## config.mk

```make
export PLATFORM = sky130hd
export DESIGN_NAME = quad_swg
export DESIGN_NICKNAME = d
export VERILOG_FILES = /design/src/rtl/swg_pkg.sv /design/src/rtl/swg_qlut.sv /design/src/rtl/quad_swg.sv
export SDC_FILE = /design/constraint.sdc
export NUM_CORES = 1
export LEC_CHECK = 0
export BUFFER_PORTS_ARGS = -buffer_cell sky130_fd_sc_hd__buf_2
export CAP_MARGIN = 0
export CORE_MARGIN = 2
export CORE_UTILIZATION = 30
export CTS_CLUSTER_SIZE = 12
export DETAILED_ROUTE_END_ITERATION = 8
export GPL_TIMING_DRIVEN = 0
export PLACE_DENSITY_LB_ADDON = 0.3
export REMOVE_ABC_BUFFERS = 1
export SETUP_SLACK_MARGIN = 0.2
export SYNTH_ARGS = -nofsm -noshare
export SYNTH_HDL_FRONTEND = slang
export SYNTH_HIERARCHICAL = 1
export SYNTH_SLANG_ARGS = --single-unit
```

## constraint.sdc

```tcl
create_clock -name Clk -period 6 [get_ports Clk]
set_clock_uncertainty 0.2 [all_clocks]
set_input_delay 0 -clock Clk [delete_from_list [all_inputs] [get_ports Clk]]
set_output_delay 0 -clock Clk [all_outputs]
set_load 0.02 [all_outputs]
```

## src/rtl/swg_pkg.sv

```systemverilog
// Shared constants, quadrant type and quarter-wave table generator for the
// quadrature sine/cosine generator.
package swg_pkg;

    localparam int DEF_DW  = 11;
    localparam int DEF_PW  = 16;
    localparam int DEF_LAW = 6;
    localparam int DEF_AMP = 1000;

    typedef enum logic [1:0] {
        QUAD_0 = 2'd0,
        QUAD_1 = 2'd1,
        QUAD_2 = 2'd2,
        QUAD_3 = 2'd3
    } quad_t;

    localparam int     FRAC_BITS = 30;
    localparam longint PI_Q      = 64'd3373259426;

    // Fixed-point Taylor series keeps table generation free of real arithmetic;
    // entries are sampled at half-step offsets across the first quadrant.
    function automatic int lut_value(input int k, input int law, input int amp);
        longint x;
        longint x2;
        longint term;
        longint sum;
        x    = (PI_Q * longint'(2 * k + 1)) / (longint'(4) << law);
        x2   = (x * x) >>> FRAC_BITS;
        term = x;
        sum  = x;
        for (int i = 1; i <= 8; i++) begin
            term = -((term * x2) >>> FRAC_BITS) / longint'((2 * i) * (2 * i + 1));
            sum  = sum + term;
        end
        return int'((longint'(amp) * sum + (longint'(1) <<< (FRAC_BITS - 1))) >>> FRAC_BITS);
    endfunction

endpackage

```

## src/rtl/swg_qlut.sv

```systemverilog
// Quarter-wave magnitude ROM with two independent registered read ports,
// one for the sine path and one for the cosine path.
module swg_qlut
    import swg_pkg::*;
#(
    parameter int MW  = DEF_DW - 1,
    parameter int LAW = DEF_LAW,
    parameter int AMP = DEF_AMP
) (
    input  logic           Clk,
    input  logic [LAW-1:0] sin_addr,
    input  logic [LAW-1:0] cos_addr,
    output logic [MW-1:0]  sin_mag,
    output logic [MW-1:0]  cos_mag
);

    localparam int N = 1 << LAW;

    logic [MW-1:0] rom_data [N];

    for (genvar i = 0; i < N; i++) begin : g_rom
        localparam logic [MW-1:0] ENTRY = MW'(lut_value(i, LAW, AMP));
        assign rom_data[i] = ENTRY;
    end

    always_ff @(posedge Clk) begin
        sin_mag <= rom_data[sin_addr];
        cos_mag <= rom_data[cos_addr];
    end

endmodule

```

## src/rtl/quad_swg.sv

```systemverilog
// Quadrature sine/cosine generator: phase accumulator with a latched symbol
// offset, quarter-wave table lookup and a three-stage output pipeline.
module quad_swg
    import swg_pkg::*;
#(
    parameter int DW  = DEF_DW,
    parameter int PW  = DEF_PW,
    parameter int LAW = DEF_LAW,
    parameter int AMP = DEF_AMP
) (
    input  logic          Clk,
    input  logic          Rst,
    input  logic          en,
    input  logic [PW-1:0] freq_word,
    input  logic [PW-1:0] phase_off,
    input  logic          sym_load,
    output logic [DW-1:0] sin_out,
    output logic [DW-1:0] cos_out,
    output logic          valid,
    output logic          wrap
);

    localparam int MW = DW - 1;
    localparam int TW = LAW + 2;

    if (AMP > (1 << (DW - 1)) - 1) begin : g_amp_check
        $error("quad_swg: AMP does not fit the signed output width");
    end

    if (PW < TW) begin : g_width_check
        $error("quad_swg: phase width too small for quadrant and table index");
    end

    logic [PW-1:0]  acc;
    logic [PW-1:0]  off_reg;
    logic [PW:0]    acc_next;
    logic [TW-1:0]  phase_top;
    quad_t          quad;
    logic [LAW-1:0] k_idx;

    logic           sin_fold;
    logic           sin_neg;
    logic           cos_fold;
    logic           cos_neg;

    logic           s1_valid;
    logic           s1_wrap;
    logic [LAW-1:0] s1_sin_addr;
    logic [LAW-1:0] s1_cos_addr;
    logic           s1_sin_neg;
    logic           s1_cos_neg;

    logic           s2_valid;
    logic           s2_wrap;
    logic           s2_sin_neg;
    logic           s2_cos_neg;
    logic [MW-1:0]  sin_mag;
    logic [MW-1:0]  cos_mag;
    logic [DW-1:0]  sin_pos;
    logic [DW-1:0]  cos_pos;

    assign acc_next  = {1'b0, acc} + {1'b0, freq_word};
    assign phase_top = TW'((acc + off_reg) >> (PW - TW));
    assign quad      = quad_t'(phase_top[TW-1 -: 2]);
    assign k_idx     = phase_top[LAW-1:0];

    // Cosine leads sine by one quadrant, so it uses the next quadrant's fold/sign.
    always_comb begin
        sin_fold = 1'b0;
        sin_neg  = 1'b0;
        cos_fold = 1'b0;
        cos_neg  = 1'b0;
        unique case (quad)
            QUAD_0: begin sin_fold = 1'b0; sin_neg = 1'b0; cos_fold = 1'b1; cos_neg = 1'b0; end
            QUAD_1: begin sin_fold = 1'b1; sin_neg = 1'b0; cos_fold = 1'b0; cos_neg = 1'b1; end
            QUAD_2: begin sin_fold = 1'b0; sin_neg = 1'b1; cos_fold = 1'b1; cos_neg = 1'b1; end
            QUAD_3: begin sin_fold = 1'b1; sin_neg = 1'b1; cos_fold = 1'b0; cos_neg = 1'b0; end
        endcase
    end

    always_ff @(posedge Clk) begin
        if (Rst) begin
            acc         <= '0;
            off_reg     <= '0;
            s1_valid    <= 1'b0;
            s1_wrap     <= 1'b0;
            s1_sin_addr <= '0;
            s1_cos_addr <= '0;
            s1_sin_neg  <= 1'b0;
            s1_cos_neg  <= 1'b0;
        end else begin
            if (en) begin
                acc <= acc_next[PW-1:0];
            end
            if (sym_load) begin
                off_reg <= phase_off;
            end
            s1_valid    <= en;
            s1_wrap     <= en & acc_next[PW];
            s1_sin_addr <= sin_fold ? ~k_idx : k_idx;
            s1_cos_addr <= cos_fold ? ~k_idx : k_idx;
            s1_sin_neg  <= sin_neg;
            s1_cos_neg  <= cos_neg;
        end
    end

    swg_qlut #(
        .MW  (MW),
        .LAW (LAW),
        .AMP (AMP)
    ) u_qlut (
        .Clk      (Clk),
        .sin_addr (s1_sin_addr),
        .cos_addr (s1_cos_addr),
        .sin_mag  (sin_mag),
        .cos_mag  (cos_mag)
    );

    always_ff @(posedge Clk) begin
        if (Rst) begin
            s2_valid   <= 1'b0;
            s2_wrap    <= 1'b0;
            s2_sin_neg <= 1'b0;
            s2_cos_neg <= 1'b0;
        end else begin
            s2_valid   <= s1_valid;
            s2_wrap    <= s1_wrap;
            s2_sin_neg <= s1_sin_neg;
            s2_cos_neg <= s1_cos_neg;
        end
    end

    assign sin_pos = {1'b0, sin_mag};
    assign cos_pos = {1'b0, cos_mag};

    // Outputs only move on a valid sample so they hold through en gaps.
    always_ff @(posedge Clk) begin
        if (Rst) begin
            sin_out <= '0;
            cos_out <= '0;
            valid   <= 1'b0;
            wrap    <= 1'b0;
        end else begin
            valid <= s2_valid;
            wrap  <= s2_valid & s2_wrap;
            if (s2_valid) begin
                sin_out <= s2_sin_neg ? -sin_pos : sin_pos;
                cos_out <= s2_cos_neg ? -cos_pos : cos_pos;
            end
        end
    end

endmodule

```

==> flow_summary.toml, run 1 <==
[run_status]
outcome = "complete, no violations"

[die]
core-area_um2 = 21100
dieArea_um2 = 22700
start_util_pct = 30.7
rows = 53
fp.dieW_um = 151
dieHeight_um = 151
ios = 60

[detailed_routing]
drtPass1Iterations = 4
drcViolationCount = 0
drtIter0Drc = 420
ant_nets = 0
routed_wl_mm = 15.0
viasPerCell = 5.12
vias = 5594
wl_per_cell_um = 13.7

[synth]
syn_area_per_cell_um2 = 8.40
async_reset_ff_share_pct = 0
ys_ff_latch = 96
ys.flop_type = "dfxtp_1"
synthCells = 770
yosysWarnings = 6
synthDistinctLibCells = 78
synth.cell_area_um2 = 6470
ys_seq_area_share_pct = 29.7
synth_edf_count = 0

[pwr]
p_leak_nw = 3.09
p_comb_share_pct = 35.7
p_int_mw = 1.62
p_seq_share_pct = 38.9
p_clk_share_pct = 25.4
netSwitchingFraction_pct = 37.2
powerDensity_nw_per_um2 = 344
p_total_mw = 2.58
ir_drop_v = 0.000152
p_sw_uw = 959

[sta]
rsz0062_at_grt = "false"
fin_setup_tns_ps = 0
fin_crit_sh_pct = 49.9
slew_viol_final = 0
fmax_mhz = 334
finalSetupViolCount = 0
finalCriticalPeriod_ps = 2990
hold_slack_ps = 3.72
slew_headroom_pct = 21.5
hold_viol = 0
tightestPinTransition_ps = 1180

[global_route]
track_usage_pct = 13.2
grt_first_pass_wirelength_mm = 24.7
grt-ovfl-total = 0
grt_pass1_vias = 5072
grt_max_degree = 72
antenna_found_initial = 0

[clock_network]
root_buffer = "clkbuf_16"
cts_tree = "yes"
cts_buffer_depth = 2
clk_latency_ps = 340
ctsResizeCount = 0
cts_buffers = 9
cts_sinks = 96
htreeDepth = 3
cts.clk_slew.worst_paths_ps = 70

[cells_and_area]
diodes = 0
drive_gt1_share_pct = 11.9
layout.nets = 900
nFillCells = 2222
area_delta_synth_final_pct = 15.9

[critical_path]
end_kind = "register"
required_ps = 6030
critPathLaunch = "acc[0]"
r2r_start = "acc[0]"
cp_max_fo = 4
arrival_ps = 3020
startpoint_type = "register"
setup.worst_path.class = "register to register"

[worst_hold_path]
hold_path.class = "input pin to register"
hp-start = "sym_load"

[run]
maxCapViolations = 0

[placement]
globalplace.congestion = 0.820
portBuffers = 59
place_hpwl_mm = 10.3
## logic make-up (layout without fill, tap and decap cells)
kind of cell    count (synthesis)  count (layout)  synth area share [%]
simple gates                  239             239                  18.2
compound gates                220             220                  23.8
flops                          96              96                  29.7
buf+inv                        82             129                  5.34
fa+ha+maj                      51              51                  9.98
mux                            45              45                  8.01
xor+xnor                       37              37                  5.01
## worst paths after layout
check / cells after the start / endpoint / slack (ps)
worst max-delay path: 9 / acc[14] / 3010
worst min-delay path: 3 / off_reg[1] / 4
worst min register to register: 1 / s2_sin_neg / 240
worst max register to register: 9 / acc[14] / 3010
## per-stage QoR
step | setup slack [ps] | instance area, µm² | std cells | utilization [%]
global route | 2870 | 7500 | 1092 | 35.6
floorplan | 3340 | 6220 | 715 | -
detailed placement | 3040 | 6860 | 1049 | 32.6
CTS | 3010 | 7460 | 1090 | 35.4
global placement | 3060 | 6860 | 1049 | 32.5
finish | 3010 | 7500 | 1092 | 35.6
## critical path, stage by stage (launching register included)
cell and delay (ps):
dfxtp_1 340, ha_1 210, fa_1 410, a21o_1 180, a21oi_1 290, o21a_1 230, nor3_1 110, a2111oi_2 520
nor3_1 90, o311a_1 290
## layer usage
metal | share of wire, % | track usage, % | wire length, µm | vias up
met2 | 44 | 21.2 | 6640 | 101
met3 | 3.5 | 2.56 | 525 | 10
li1 | - | - | - | 2894
met5 | 0 | 0 | 0 | -
met1 | 51 | 18.4 | 7650 | 2589
met4 | 1.0 | 3.32 | 153 | 0
## power by group through the flow
stage | clock, mW | sequential [mW] | combinational [mW]
final | 0.656 | 1.00 | 0.921
after CTS | 0.682 | 1.00 | 0.920
after detailed placement | 0 | 1.02 | 0.897
after global placement | 0 | 1.01 | 0.893
after floorplan | 0 | 0.958 | 0.701
after global routing | 0.703 | 1.04 | 1.04
## what timing repair did
| action | 4_1_cts | 5_1_grt |
|---|---|---|
| setup buffers | 0 | 0 |
| hold endpoints to repair | 28 | 20 |
| hold buffers | 26 | 1 |
## layout make-up
type / count / area, µm² / share of cell area, %
Clock buffer: 9 / 225 / 3.00
Clock inverter: 6 / 115 / 1.54
Inverter: 27 / 101 / 1.35
Multi-Input combinational cell: 592 / 4200 / 56.0
Sequential cell: 96 / 1930 / 25.7
Tap cell: 275 / 344 / 4.59
Timing Repair Buffer: 87 / 586 / 7.81
## synthesized netlist by cell type (all sizes together), types with 7 or more instances
| library cell | count | share of area, % |
|---|---|---|
| nor2 | 83 | 4.8 |
| nor2b | 22 | 2.1 |
| o22ai | 7 | 0.68 |
| buf | 31 | 2.4 |
| nand2b | 14 | 1.4 |
| o211ai | 10 | 1.2 |
| a31oi | 8 | 0.77 |
| ha | 50 | 9.7 |
| o31ai | 13 | 1.6 |
| xor2 | 19 | 2.6 |
| dfxtp | 96 | 30 |
| and3 | 9 | 0.89 |
| a21oi | 42 | 3.3 |
| nand3 | 18 | 1.4 |
| a211oi | 28 | 3.4 |
| clkbuf | 24 | 1.4 |
| nor3 | 19 | 1.5 |
| mux2i | 36 | 5.6 |
| o21ai | 36 | 2.8 |
| a21o | 15 | 1.8 |
| and2 | 10 | 0.97 |
| nand2 | 36 | 2.1 |
| inv | 27 | 1.6 |
| xnor2 | 18 | 2.4 |
## cell usage in the layout (no fill, tap or decap), drive strengths merged, types with 5 or more instances in the layout
master / instances
inv: 29
o21ai: 36
nor2: 83
nand2b: 14
a31oi: 8
dlygate4sd3: 27
nand4: 6
nand2: 36
a21o: 15
and3: 9
a311oi: 6
o31ai: 13
a21oi: 42
mux4: 5
nor3: 19
a211oi: 28
buf: 60
clkbuf: 9
o22ai: 7
o211ai: 10
ha: 50
and2: 10
o21a: 5
mux2i: 36
nand3: 18
dfxtp: 96
xor2: 19
xnor2: 18
nor2b: 22
Power figures use the tool's default switching activity.
==> run 2: changes to the inputs <==
- ABC_AREA: not set -> 1
- clock period: 6 -> 2.6 ns (I/O delays scaled with it)
==> run 2 against run 1 <==
The run now ends with hold timing left. Sequential share of layout area decreased by 2.1 points. Non-clock buffer count up 18. Global-route usage rose by 1.6 points. Utilization is 0.53 points higher. Design area is 9.0% higher. Total power is 120% higher. Hold slack worse by 23 ps. Worst setup slack got worse by 2700 ps. Wire length grew 17%. Die area rose by 6.6%. First-iteration DRC count rose by 29%. Critical path type unchanged.
==> flow_summary.toml, run 2 <==
[run_status]
outcome = "finished, violations left"
violations = "hold timing"

[clock_network]
cts_buffer_depth = 2
root_buffer = "clkbuf_16"
cts.clk_slew.worst_paths_ps = 70
htreeDepth = 3
cts_buffers = 9
cts_sinks = 96
cts_setup_buffers = 0
cts_tree = "yes"
clk_latency_ps = 350

[cells_and_area]
final_util_pct = 36.1
area_delta_synth_final_pct = 18.4
drive_gt1_share_pct = 9.44
diodes = 0
final_common_cell = "nand2_1"
layout.nets = 1279
nFillCells = 2468
final_cells = 1482
final_cell_mix = "nand2_1, nor2_1, inv_1, nand3_1, dfxtp_1"

[synth]
async_reset_ff_share_pct = 0
synth_common_cells = "nand2_1, nor2_1, inv_1"
synth_edf_count = 0
ys_ff_latch = 96
synth_area_leaders = "dfxtp_1, nand2_1, ha_1"
yosysWarnings = 6
synth.cell_area_um2 = 6900
synthCells = 1122
synthDistinctLibCells = 39
syn_area_per_cell_um2 = 6.15
yosys.area.top_type = "dfxtp_1"
ys.flop_type = "dfxtp_1"
netlist.area_leader.share_pct = 27.8
synth.most_common_cell = "nand2_1"
ys_seq_area_share_pct = 27.8

[detailed_routing]
vias = 6991
wl_per_cell_um = 11.8
drtIter0Drc = 541
routed_wl_mm = 17.6
viasPerCell = 4.72
drcViolationCount = 0
ant_nets = 0
drtPass1Iterations = 5

[global_route]
track_usage_pct = 14.9
grt-ovfl-total = 0
grt_first_pass_wirelength_mm = 30.0
antenna_found_initial = 1
grt_max_degree = 43
grt_pass1_vias = 6618

[die]
dieHeight_um = 156
dieArea_um2 = 24200
core-area_um2 = 22600
ios = 60
rows = 55
start_util_pct = 30.5
fp.dieW_um = 156

[critical_path]
r2r_start = "acc[12]"
setup.worst_path.class = "register to register"
required_ps = 2610
slowest_stage = "ha_1"
critPathLaunch = "acc[12]"
end_kind = "register"
crit_chain = "ha_1 > inv_1 > nor3_2 > and2_1 > nand2_2 > nand2_1 > nand2_1 > nand2_2 > ha_1 > inv_1 > nor2_1"
arrival_ps = 2310
startpoint_type = "register"
max_stage_delay_ps = 380
cp_max_fo = 13

[worst_hold_path]
hp-start = "freq_word[2]"
hold_path.class = "input pin to register"

[sta]
slew_viol_final = 0
rsz0062_at_grt = "true"
hold_viol = 1
fin_crit_sh_pct = 88.4
fmax_mhz = 435
tightestPinTransition_ps = 1230
finalCriticalPeriod_ps = 2300
finalSetupViolCount = 0
hold_slack_ps = -19.3
fin_setup_tns_ps = 0
slew_headroom_pct = 18.0

[placement]
place_inst = 1420
globalplace.congestion = 0.891
place_hpwl_mm = 12.6
portBuffers = 59

[pwr]
powerDensity_nw_per_um2 = 689
p_int_mw = 3.42
p_sw_mw = 2.21
p_leak_nw = 4.23
p_seq_share_pct = 37.1
p_comb_share_pct = 36.5
p_clk_share_pct = 26.4
ir_drop_v = 0.000384
netSwitchingFraction_pct = 39.3

[run]
maxCapViolations = 0
## run 2: changes by cell type in the layout (fill, tap and decap cells not counted), moves of 13 or more
cell	previous run	this run
a21o_1	14	1
nand2b_1	14	0
nand3_1	18	102
mux2i_1	36	0
dlygate4sd3_1	27	46
nand2_1	36	334
xnor2_1	18	4
o21ai_0	25	74
nor2_1	83	138
inv_1	25	130
nor2b_1	22	0
a211oi_1	27	1
## run 2: critical path: cells and delay by family, from the launching register on
kind	cells	cell delay [ps]
adders and majority gates	2	660
DFF	1	350
buffers and inverters	2	140
and+or+nand+nor	7	800
## run 2: repair_timing
action / 4_1_cts / 5_1_grt
hold endpoints to repair: 43 / 0
endpoints found under the setup margin: 1 / 6
resized for setup: 4 / 9
hold buffers: 46 / 0
## run 2: cell families (layout without fill, tap and decap cells)
logic type               after synthesis  count (layout)  synth area share (%)
flip-flops                            96              96                  27.8
AND/OR/NAND/NOR                      617             617                  36.9
buffers and inverters                187             262                  11.6
adder cells (fa/ha/maj)               51              51                  9.35
XOR/XNOR                              17              17                  2.16
AO/OA/AOI/OAI                        154             154                  12.2
## run 2: power groups by stage
stage               Clock, mW  Combinational, mW  Sequential, mW
finish                   1.49               2.05            2.09
global route             1.60               2.39            2.15
CTS                      1.53               2.03            2.09
detailed placement          0               1.94            2.11
global placement            0               1.94            2.11
floorplan                   0               1.49            2.03
## run 2: final timing paths
path              cells past startpoint          to  slack (ps)
setup / recovery                     11  s1_cos_neg         300
hold / removal                        5      acc[2]         -20
setup reg to reg                     11  s1_cos_neg         300
hold reg to reg                       2    s2_valid         200
## run 2: area by class of cell
type | instances | area (µm²) | area share (%)
Tap cell | 285 | 357 | 4.36
Sequential cell | 96 | 1930 | 23.6
Clock inverter | 5 | 85.1 | 1.04
Timing Repair Buffer | 105 | 756 | 9.25
Multi-Input combinational cell | 839 | 4260 | 52.2
Inverter | 141 | 532 | 6.51
Clock buffer | 11 | 253 | 3.09
## run 2: routing by layer
layer / vias up / track usage [%] / routed length, µm
met5: - / 0 / 0
met4: 0 / 4.59 / 241
met3: 21 / 2.50 / 744
met2: 196 / 25.0 / 7840
met1: 3060 / 19.4 / 8730
li1: 3714 / - / -
## run 2: through the flow
stage,worst slack [ps],cell area [µm²],power [mW]
4_1_cts,209,8120,5.65
6_report,301,8170,5.63
3_3_place_gp,181,7290,4.05
3_5_place_dp,200,7290,4.06
5_1_grt,129,8170,6.13
2_1_floorplan,547,6640,3.53
==> run 3: changes to the inputs <==
- REMOVE_ABC_BUFFERS: 1 -> not set
==> run 3 against run 2 <==
The run now ends clean. Worst setup slack improved by 40 ps. Design area increased by 1.6%. Clock power decreased by 15%.
==> flow_summary.toml, run 3 (synthesized netlist as in run 2, its figures left out) <==
[run_status]
outcome = "complete, no violations"

[global_route]
grt_pass1_vias = 6739
grt-ovfl-total = 0
grt_max_degree = 18
track_usage_pct = 16.2
antenna_found_initial = 0
grt_first_pass_wirelength_mm = 32.3

[placement]
portBuffers = 57
place_inst = 1464
place_hpwl_mm = 14.9
globalplace.congestion = 0.940

[cells_and_area]
layout.nets = 1315
final_common_cell = "nand2_1"
final_cell_mix = "nand2_1, nor2_1, inv_1, nand3_1, dfxtp_1"
drive_gt1_share_pct = 11.0
diodes = 0
final_util_pct = 36.7
area_delta_synth_final_pct = 20.2
final_cells = 1518

[clock_network]
htreeDepth = 3
root_buffer = "clkbuf_16"
cts_tree = "yes"
cts_sinks = 96
cts.clk_slew.worst_paths_ps = 70
cts_buffer_depth = 2
cts_buffers = 9
clk_latency_ps = 350

[die]
dieHeight_um = 156
core-area_um2 = 22600
start_util_pct = 30.5
dieArea_um2 = 24200
ios = 60
rows = 55
fp.dieW_um = 156

[detailed_routing]
drtPass1Iterations = 5
routed_wl_mm = 19.3
viasPerCell = 4.78
drcViolationCount = 0
vias = 7261
ant_nets = 0
drtIter0Drc = 703
wl_per_cell_um = 12.7

[pwr]
p_leak_nw = 4.30
ir_drop_v = 0.000302
powerDensity_nw_per_um2 = 676

[sta]
finalCriticalPeriod_ps = 2260
slew_viol_final = 0
finalSetupViolCount = 0
fmax_mhz = 443
fin_crit_sh_pct = 86.9
slew_headroom_pct = 56.2
tightestPinTransition_ps = 658
rsz0062_at_grt = "true"
fin_setup_tns_ps = 0
hold_viol = 0

[critical_path]
cp_max_fo = 3
end_kind = "register"
startpoint_type = "register"
required_ps = 2620
arrival_ps = 2280
setup.worst_path.class = "register to register"

[worst_hold_path]
hold_path.class = "input pin to register"

[synth]
synth_nets = 1209

[run]
maxCapViolations = 0
run 3: what timing repair did:
item / in CTS / in global routing
endpoints found under the hold margin: 30 / 0
pin swaps: 1 / 0
setup buffers: 1 / 0
hold buffers: 37 / 0
endpoints found under the setup margin: 1 / 4
gates resized for setup: 4 / 13
run 3: metal layers:
| metal | vias up | routed length, µm | track usage (%) | share of wire [%] |
|---|---|---|---|---|
| met3 | 26 | 1100 | 2.83 | 5.7 |
| li1 | 3788 | - | - | - |
| met5 | - | 0 | 0 | 0 |
| met4 | 0 | 288 | 3.84 | 1.5 |
| met2 | 239 | 8510 | 26.6 | 44 |
| met1 | 3208 | 9370 | 22.2 | 49 |
run 3: final cells by class:
cell class              count  area [µm²]
clock buffers              10         229
inverters                 141         532
clock inverters             6        52.6
repair buffers             95         663
flip-flops and latches     96        1930
well taps                 285         357
plain buffers              46         269
multi-input cells         839        4270
fillers                  2458       14300
run 3: worst paths after layout:
check / startpoint / to / slack (ps) / cells after the start
max: acc[6] / s1_cos_neg / 340 / 13
max reg2reg: acc[6] / s1_cos_neg / 340 / 13
min reg2reg: s1_sin_neg / s2_sin_neg / 200 / 2
min: freq_word[13] / acc[13] / 20 / 5
run 3: critical path, cell delays in order (launching register included):
cell and delay (ps):
dfxtp_1 430, ha_1 300, nand2_1 100, inv_1 50, nand2_1 60, nand2_1 40
nand2_1 80, nand3_2 100, a21oi_2 170, xor2_1 150, buf_4 150, ha_1 230
inv_1 50, nor2_1 30
run 3: power breakdown:
part | internal (mW) | switching (mW) | leakage [nW]
Sequential | 1.73 | 0.244 | 0.798
Combinational | 0.878 | 1.49 | 3.37
Clock | 0.663 | 0.603 | 0.131
Total | 3.27 | 2.34 | 4.30
run 3: through the flow:
step	power, mW	worst slack [ps]	instance area [µm²]	hold slack, ps
finish	5.61	340	8300	18.4
global route	6.08	191	8300	71.8
CTS	5.61	232	8240	2.31
detailed placement	4.26	117	7540	27.8
global placement	4.28	108	7540	19.8
floorplan	3.66	518	6900	-65.1
